<file path="config.mk">
export PLATFORM = sky130hd
export DESIGN_NAME = tick_pwm_generator_flat
export DESIGN_NICKNAME = d
export VERILOG_FILES = /design/src/rtl/tick_pwm_generator_if.sv /design/src/rtl/tick_pwm_generator.sv /design/src/flat_wrapper.sv
export SDC_FILE = /design/constraint.sdc
export NUM_CORES = 1
export LEC_CHECK = 0
export BUFFER_PORTS_ARGS = -buffer_cell sky130_fd_sc_hd__clkbuf_2
export CAP_MARGIN = 20
export CORE_MARGIN = 4
export CORE_UTILIZATION = 55
export CTS_BUF_LIST = sky130_fd_sc_hd__clkbuf_2
export DETAILED_ROUTE_END_ITERATION = 16
export PLACE_DENSITY = 0.77
export SYNTH_ARGS = -nofsm -noshare
export SYNTH_HDL_FRONTEND = slang
export SYNTH_SLANG_ARGS = --single-unit
</file>
<file path="constraint.sdc">
create_clock -name clk -period 6.4 [get_ports clk]
set_clock_uncertainty 0.15 [all_clocks]
set_input_delay 0.64 -clock clk [delete_from_list [all_inputs] [get_ports clk]]
set_output_delay 0.64 -clock clk [all_outputs]
set_load 0.005 [all_outputs]
</file>
<file path="src/rtl/tick_pwm_generator_if.sv">
// Signal bundle between the tick PWM generator and whatever drives it.
// cfg_load is a one-cycle strobe with no ready: the core always accepts it on the cycle it is seen.
interface tick_pwm_generator_if #(
    parameter int WIDTH = 8
);
    logic             tick_in;
    logic             enable;
    logic [WIDTH-1:0] duty_in;
    logic [WIDTH-1:0] period_in;
    logic             cfg_load;
    logic             pwm_out;
    logic [WIDTH-1:0] tick_count;
    logic             cycle_done;
    logic             busy;
    logic             cfg_err;
    logic [1:0]       state;

    modport master (
        output tick_in, enable, duty_in, period_in, cfg_load,
        input  pwm_out, tick_count, cycle_done, busy, cfg_err, state
    );

    modport slave (
        input  tick_in, enable, duty_in, period_in, cfg_load,
        output pwm_out, tick_count, cycle_done, busy, cfg_err, state
    );
endinterface

</file>
<file path="src/rtl/tick_pwm_generator.sv">
// PWM generator clocked by rising edges of a slow divided level signal.
// Duty and period changes are shadowed and only take effect on a period boundary.
module tick_pwm_generator #(
    parameter int WIDTH      = 8,
    parameter int PERIOD_RST = 10,
    parameter int DUTY_RST   = 5
) (
    input logic                 clk,
    input logic                 rst,
    tick_pwm_generator_if.slave bus
);
    typedef enum logic [1:0] {
        IDLE  = 2'd0,
        RUN   = 2'd1,
        DRAIN = 2'd2
    } state_t;

    state_t           state;
    logic             tick_q;
    logic [WIDTH-1:0] tick_count;
    logic             pwm_q;
    logic             cycle_done_q;
    logic             cfg_err_q;
    logic [WIDTH-1:0] period_act;
    logic [WIDTH-1:0] duty_act;
    logic [WIDTH-1:0] shadow_period;
    logic [WIDTH-1:0] shadow_duty;
    logic             pending;

    logic             rise;
    logic             active;
    logic             wrap;
    logic             transfer;
    logic [WIDTH-1:0] count_next;
    logic [WIDTH-1:0] duty_eff;

    // >= rather than == keeps the counter bounded even if period_act shrank under it.
    always_comb begin
        rise       = bus.tick_in & ~tick_q;
        active     = (state == RUN) || (state == DRAIN);
        wrap       = active && rise && (tick_count >= (period_act - WIDTH'(1)));
        transfer   = pending && (wrap || ((state == IDLE) && bus.enable));
        duty_eff   = transfer ? shadow_duty : duty_act;
        count_next = tick_count;
        if (rise) begin
            count_next = wrap ? '0 : tick_count + WIDTH'(1);
        end
    end

    always_ff @(posedge clk or negedge rst) begin
        if (!rst) begin
            state         <= IDLE;
            tick_q        <= 1'b0;
            tick_count    <= '0;
            pwm_q         <= 1'b0;
            cycle_done_q  <= 1'b0;
            cfg_err_q     <= 1'b0;
            period_act    <= WIDTH'(PERIOD_RST);
            shadow_period <= WIDTH'(PERIOD_RST);
            duty_act      <= WIDTH'(DUTY_RST);
            shadow_duty   <= WIDTH'(DUTY_RST);
            pending       <= 1'b0;
        end else begin
            tick_q       <= bus.tick_in;
            cycle_done_q <= 1'b0;

            if (transfer) begin
                period_act <= shadow_period;
                duty_act   <= shadow_duty;
                pending    <= 1'b0;
            end
            // A load coinciding with a transfer lands after it and stays pending.
            if (bus.cfg_load) begin
                if (bus.period_in != '0) begin
                    shadow_period <= bus.period_in;
                    shadow_duty   <= bus.duty_in;
                    pending       <= 1'b1;
                end else begin
                    cfg_err_q <= 1'b1;
                end
            end

            case (state)
                IDLE: begin
                    tick_count <= '0;
                    pwm_q      <= 1'b0;
                    if (bus.enable) state <= RUN;
                end
                RUN, DRAIN: begin
                    tick_count   <= count_next;
                    cycle_done_q <= wrap;
                    if (state == DRAIN && wrap && !bus.enable) begin
                        state <= IDLE;
                        pwm_q <= 1'b0;
                    end else begin
                        pwm_q <= (count_next < duty_eff);
                        state <= bus.enable ? RUN : DRAIN;
                    end
                end
                default: state <= IDLE;
            endcase
        end
    end

    assign bus.pwm_out    = pwm_q;
    assign bus.tick_count = tick_count;
    assign bus.cycle_done = cycle_done_q;
    assign bus.busy       = active;
    assign bus.cfg_err    = cfg_err_q;
    assign bus.state      = state;
endmodule

</file>
<file path="src/flat_wrapper.sv">
// flat-port wrapper written by rule: the top's interface ports become plain ports
module tick_pwm_generator_flat 
#(
    parameter int WIDTH      = 8,
    parameter int PERIOD_RST = 10,
    parameter int DUTY_RST   = 5
)
  (clk, rst, bus_tick_in, bus_enable, bus_duty_in, bus_period_in, bus_cfg_load, bus_pwm_out, bus_tick_count, bus_cycle_done, bus_busy, bus_cfg_err, bus_state);
  tick_pwm_generator_if #(.WIDTH(WIDTH)) bus_i ();
  input logic clk;
  input logic rst;
  input wire logic [$bits(bus_i.tick_in)-1:0] bus_tick_in;
  input wire logic [$bits(bus_i.enable)-1:0] bus_enable;
  input wire logic [$bits(bus_i.duty_in)-1:0] bus_duty_in;
  input wire logic [$bits(bus_i.period_in)-1:0] bus_period_in;
  input wire logic [$bits(bus_i.cfg_load)-1:0] bus_cfg_load;
  output wire logic [$bits(bus_i.pwm_out)-1:0] bus_pwm_out;
  output wire logic [$bits(bus_i.tick_count)-1:0] bus_tick_count;
  output wire logic [$bits(bus_i.cycle_done)-1:0] bus_cycle_done;
  output wire logic [$bits(bus_i.busy)-1:0] bus_busy;
  output wire logic [$bits(bus_i.cfg_err)-1:0] bus_cfg_err;
  output wire logic [$bits(bus_i.state)-1:0] bus_state;
  assign bus_i.tick_in = bus_tick_in;
  assign bus_i.enable = bus_enable;
  assign bus_i.duty_in = bus_duty_in;
  assign bus_i.period_in = bus_period_in;
  assign bus_i.cfg_load = bus_cfg_load;
  assign bus_pwm_out = bus_i.pwm_out;
  assign bus_tick_count = bus_i.tick_count;
  assign bus_cycle_done = bus_i.cycle_done;
  assign bus_busy = bus_i.busy;
  assign bus_cfg_err = bus_i.cfg_err;
  assign bus_state = bus_i.state;
  tick_pwm_generator #(.WIDTH(WIDTH), .PERIOD_RST(PERIOD_RST), .DUTY_RST(DUTY_RST)) u_core (.clk(clk), .rst(rst), .bus(bus_i));
endmodule
</file>
==> impl_metrics.ini <==
[clock_network]
cts_buffer_depth = 2
cts_root_buf = clkbuf_2
h-tree-depth = 2
cts.sink_count = 47
cts_tree = yes
ctsHoldBuffers = 0
cts_resized = 0
numCtsBuffers = 5
path_clk_slew_ns = 0.22
insertion_delay_ns = 0.39
cts_setup_buffers = 0

[synth]
synth_edf_count = 0
yosys.area.top_type_share = 0.375
ys.warnings.count = 0
syn_inst = 256
synth_nets = 297
yosysSeqAreaShare = 0.456
syn-cell-area_um2 = 2600
yosys.area.top_type = dfrtp_1
synth_cell_types = 45
synth_area_leaders = dfrtp_1 38%, ha_1 9.6%, dfstp_2 8.1%, mux2_2 7.8%, nand2_1 6.2%
syn_avg_cell_area_um2 = 10.2
ys_seq_elements = 47
ys_async_sr_fraction = 1.00
synthFlopType = dfrtp_1

[critical_path]
critPathMostFrequentCell = a21oi_1
crit_arrival_ns = 4.32
worstPathRequired_ns = 6.59
crit_fanout = 16
worst_setup_path_end_kind = flop
cpMaxStageDelayCell = dfrtp_1
crit_type = flop to flop
crit_chain = nor4_1 -> nand2_1 -> xor2_1 -> ha_1 -> a21oi_1 -> o21ai_0 -> nand2_1 -> a31o_2 -> mux2i_1 -> ha_1 -> a21oi_1 -> a2bb2oi_1 -> a21oi_1 -> a31oi_1 -> o311a_1 -> a22o_1
slowest_delay_ns = 0.48
critPathLaunchType = flop

[timing]
worst_pin_slew_ns = 0.622
slew_violations = 0
finalHoldViolCount = 0
max_clock_freq_mhz = 243
finalSetupViolCount = 0
relSlewSlack = 0.584
fin_crit_sh = 0.644
period_minus_slack_ns = 4.12
setup_slack_ns = 2.28
rsz0062_at_grt = no
tns_ns = 0

[routing]
wire_per_inst_um = 15.3
drt_pre_antenna_iters = 5
drc_errors = 0
ant_nets = 0
drt-initial-drc-count = 210
finalWirelength_um = 5240
routed-via-count = 2003
detail_route.vias_per_cell = 5.84

[finish]
num_antenna_cells = 0
final_cell_mix = 43 x nand2_1, 40 x clkbuf_2, 39 x dfrtp_1
layout-drive-gt1-share = 0.254
fin_nets = 332
layout_commonest_cell = nand2_1
synthToLayoutAreaGrowth_pct = 10.2

[placement]
gp_congestion = 0.976
pre_cts_ws_ns = 2.37
hpwl_um = 4030
io_buffers = 34

[pwr]
p_leak_nw = 1.44
vdd_drop_max_v = 0.000163
power_density_nw_per_um2 = 359

[global_route]
grt_pass1_wl_um = 8880
grt_pass1_vias = 1964
grt_use_total = 0.185
grt-ovfl-total = 0
grt_max_degree = 48
antenna_found_initial = 0

[floorplanning]
dieArea_um2 = 5890
core_area_um2 = 4470
die_height_um = 76.8
start_util = 0.581
num_rows = 24
fp.dieW_um = 76.8
boundaryPins = 35

[job]
maxCapViolCount = 0

[run_status]
status = complete, no violations

[worst_hold_path]
hold_path_class = primary input to asynchronous set/reset pin
-- cells in the mapped netlist, types with 2 or more instances --
master,n
nand2_1,43
dfrtp_1,39
inv_1,23
ha_1,20
mux2_2,18
a21oi_1,10
dfstp_2,8
nor2_1,8
mux2i_1,7
o21ai_0,7
nand3_1,6
a22o_1,5
a31oi_1,5
nor3_1,5
o22ai_1,4
xor2_1,4
a21o_1,3
clkbuf_1,3
nand2b_1,3
nor4_1,3
xnor2_1,3
a31o_2,2
buf_2,2
buf_4,2
nand3b_1,2
o21ai_1,2
-- worst max-delay path, delay by kind of cell (launching register included) --
| family | cells | cell delay, ns |
|---|---|---|
| compound gates | 9 | 1.69 |
| simple gates | 3 | 0.68 |
| fa+ha+maj | 2 | 0.59 |
| flops | 1 | 0.48 |
| mux | 1 | 0.30 |
| xor+xnor | 1 | 0.17 |
-- through the flow --
| stage | cell area [um2] | utilization | total power, mW | std cells | hold slack [ns] |
|---|---|---|---|---|---|
| 4_1_cts | 2870 | 0.641 | 1.04 | 343 | 0.142 |
| 3_5_place_dp | 2810 | 0.628 | 0.882 | 336 | 0.303 |
| 2_1_floorplan | 2600 | - | 0.763 | 256 | 0.194 |
| 5_1_grt | 2870 | 0.641 | 1.12 | 343 | 0.147 |
| 3_3_place_gp | 2810 | 0.628 | 0.859 | 336 | 0.297 |
| 6_report | 2870 | 0.641 | 1.03 | 343 | 0.128 |
-- state kept, by name, indices dropped and copies added, names as in the netlist, 2 cells and up --
register and count:
u_core.bus.tick_count 8, u_core.duty_act 8, u_core.period_act 8, u_core.shadow_duty 8, u_core.shadow_period 8, u_core.bus.state 2
-- worst paths after layout --
kind	from	endpoint	slack, ns	cells past startpoint
min in group clk	bus_tick_in	u_core.tick_q$_DFF_PN0_	0.21	1
hold / removal	rst	u_core.bus.tick_count[4]$_DFFE_PN0P_	0.13	2
setup reg to reg	u_core.period_act[4]$_DFFE_PN0N_	u_core.bus.pwm_out$_DFFE_PN0P_	2.28	16
hold reg to reg	u_core.shadow_period[1]$_DFFE_PN1P_	u_core.shadow_period[1]$_DFFE_PN1P_	0.32	2
max in group asynchronous	rst	u_core.duty_act[0]$_DFF_PN1_	5.55	2
setup / recovery	u_core.period_act[4]$_DFFE_PN0N_	u_core.bus.pwm_out$_DFFE_PN0P_	2.28	16
-- routing by layer --
metal  vias up  track usage  wire, um
met3        11       0.0398       295
met4         0       0.0761       136
met1       963        0.256      2370
li1        962            -         -
met2        67        0.281      2430
met5         -            0         0
-- kinds of logic (layout without fill, tap and decap cells) --
| logic type | Yosys count | in the layout | share of synthesized area |
|---|---|---|---|
| muxes | 25 | 25 | 0.105 |
| xor gates and xnor gates | 7 | 7 | 0.0236 |
| buffers and inverters | 30 | 65 | 0.0471 |
| adders and majority gates | 20 | 20 | 0.0962 |
| AOI/OAI and AO/OA | 47 | 47 | 0.121 |
| DFF | 47 | 47 | 0.456 |
| and+or+nand+nor | 80 | 80 | 0.152 |
-- final cells by class --
class                           instances  area (um2)
Tap cell                               52        65.1
Sequential cell                        47        1190
Inverter                               23        86.3
Multi-Input combinational cell        179        1290
Fill cell                             357        1610
Clock buffer                            6        30.0
Clock inverter                          1        30.0
Timing Repair Buffer                   35         178
-- power breakdown --
part           internal (mW)  switching, mW  leakage [nW]
Clock                 0.0658         0.0872        0.0391
Combinational          0.202          0.230         0.835
Sequential             0.382         0.0613         0.569
Total                  0.650          0.379          1.44
(Power assumes the default switching activity.)
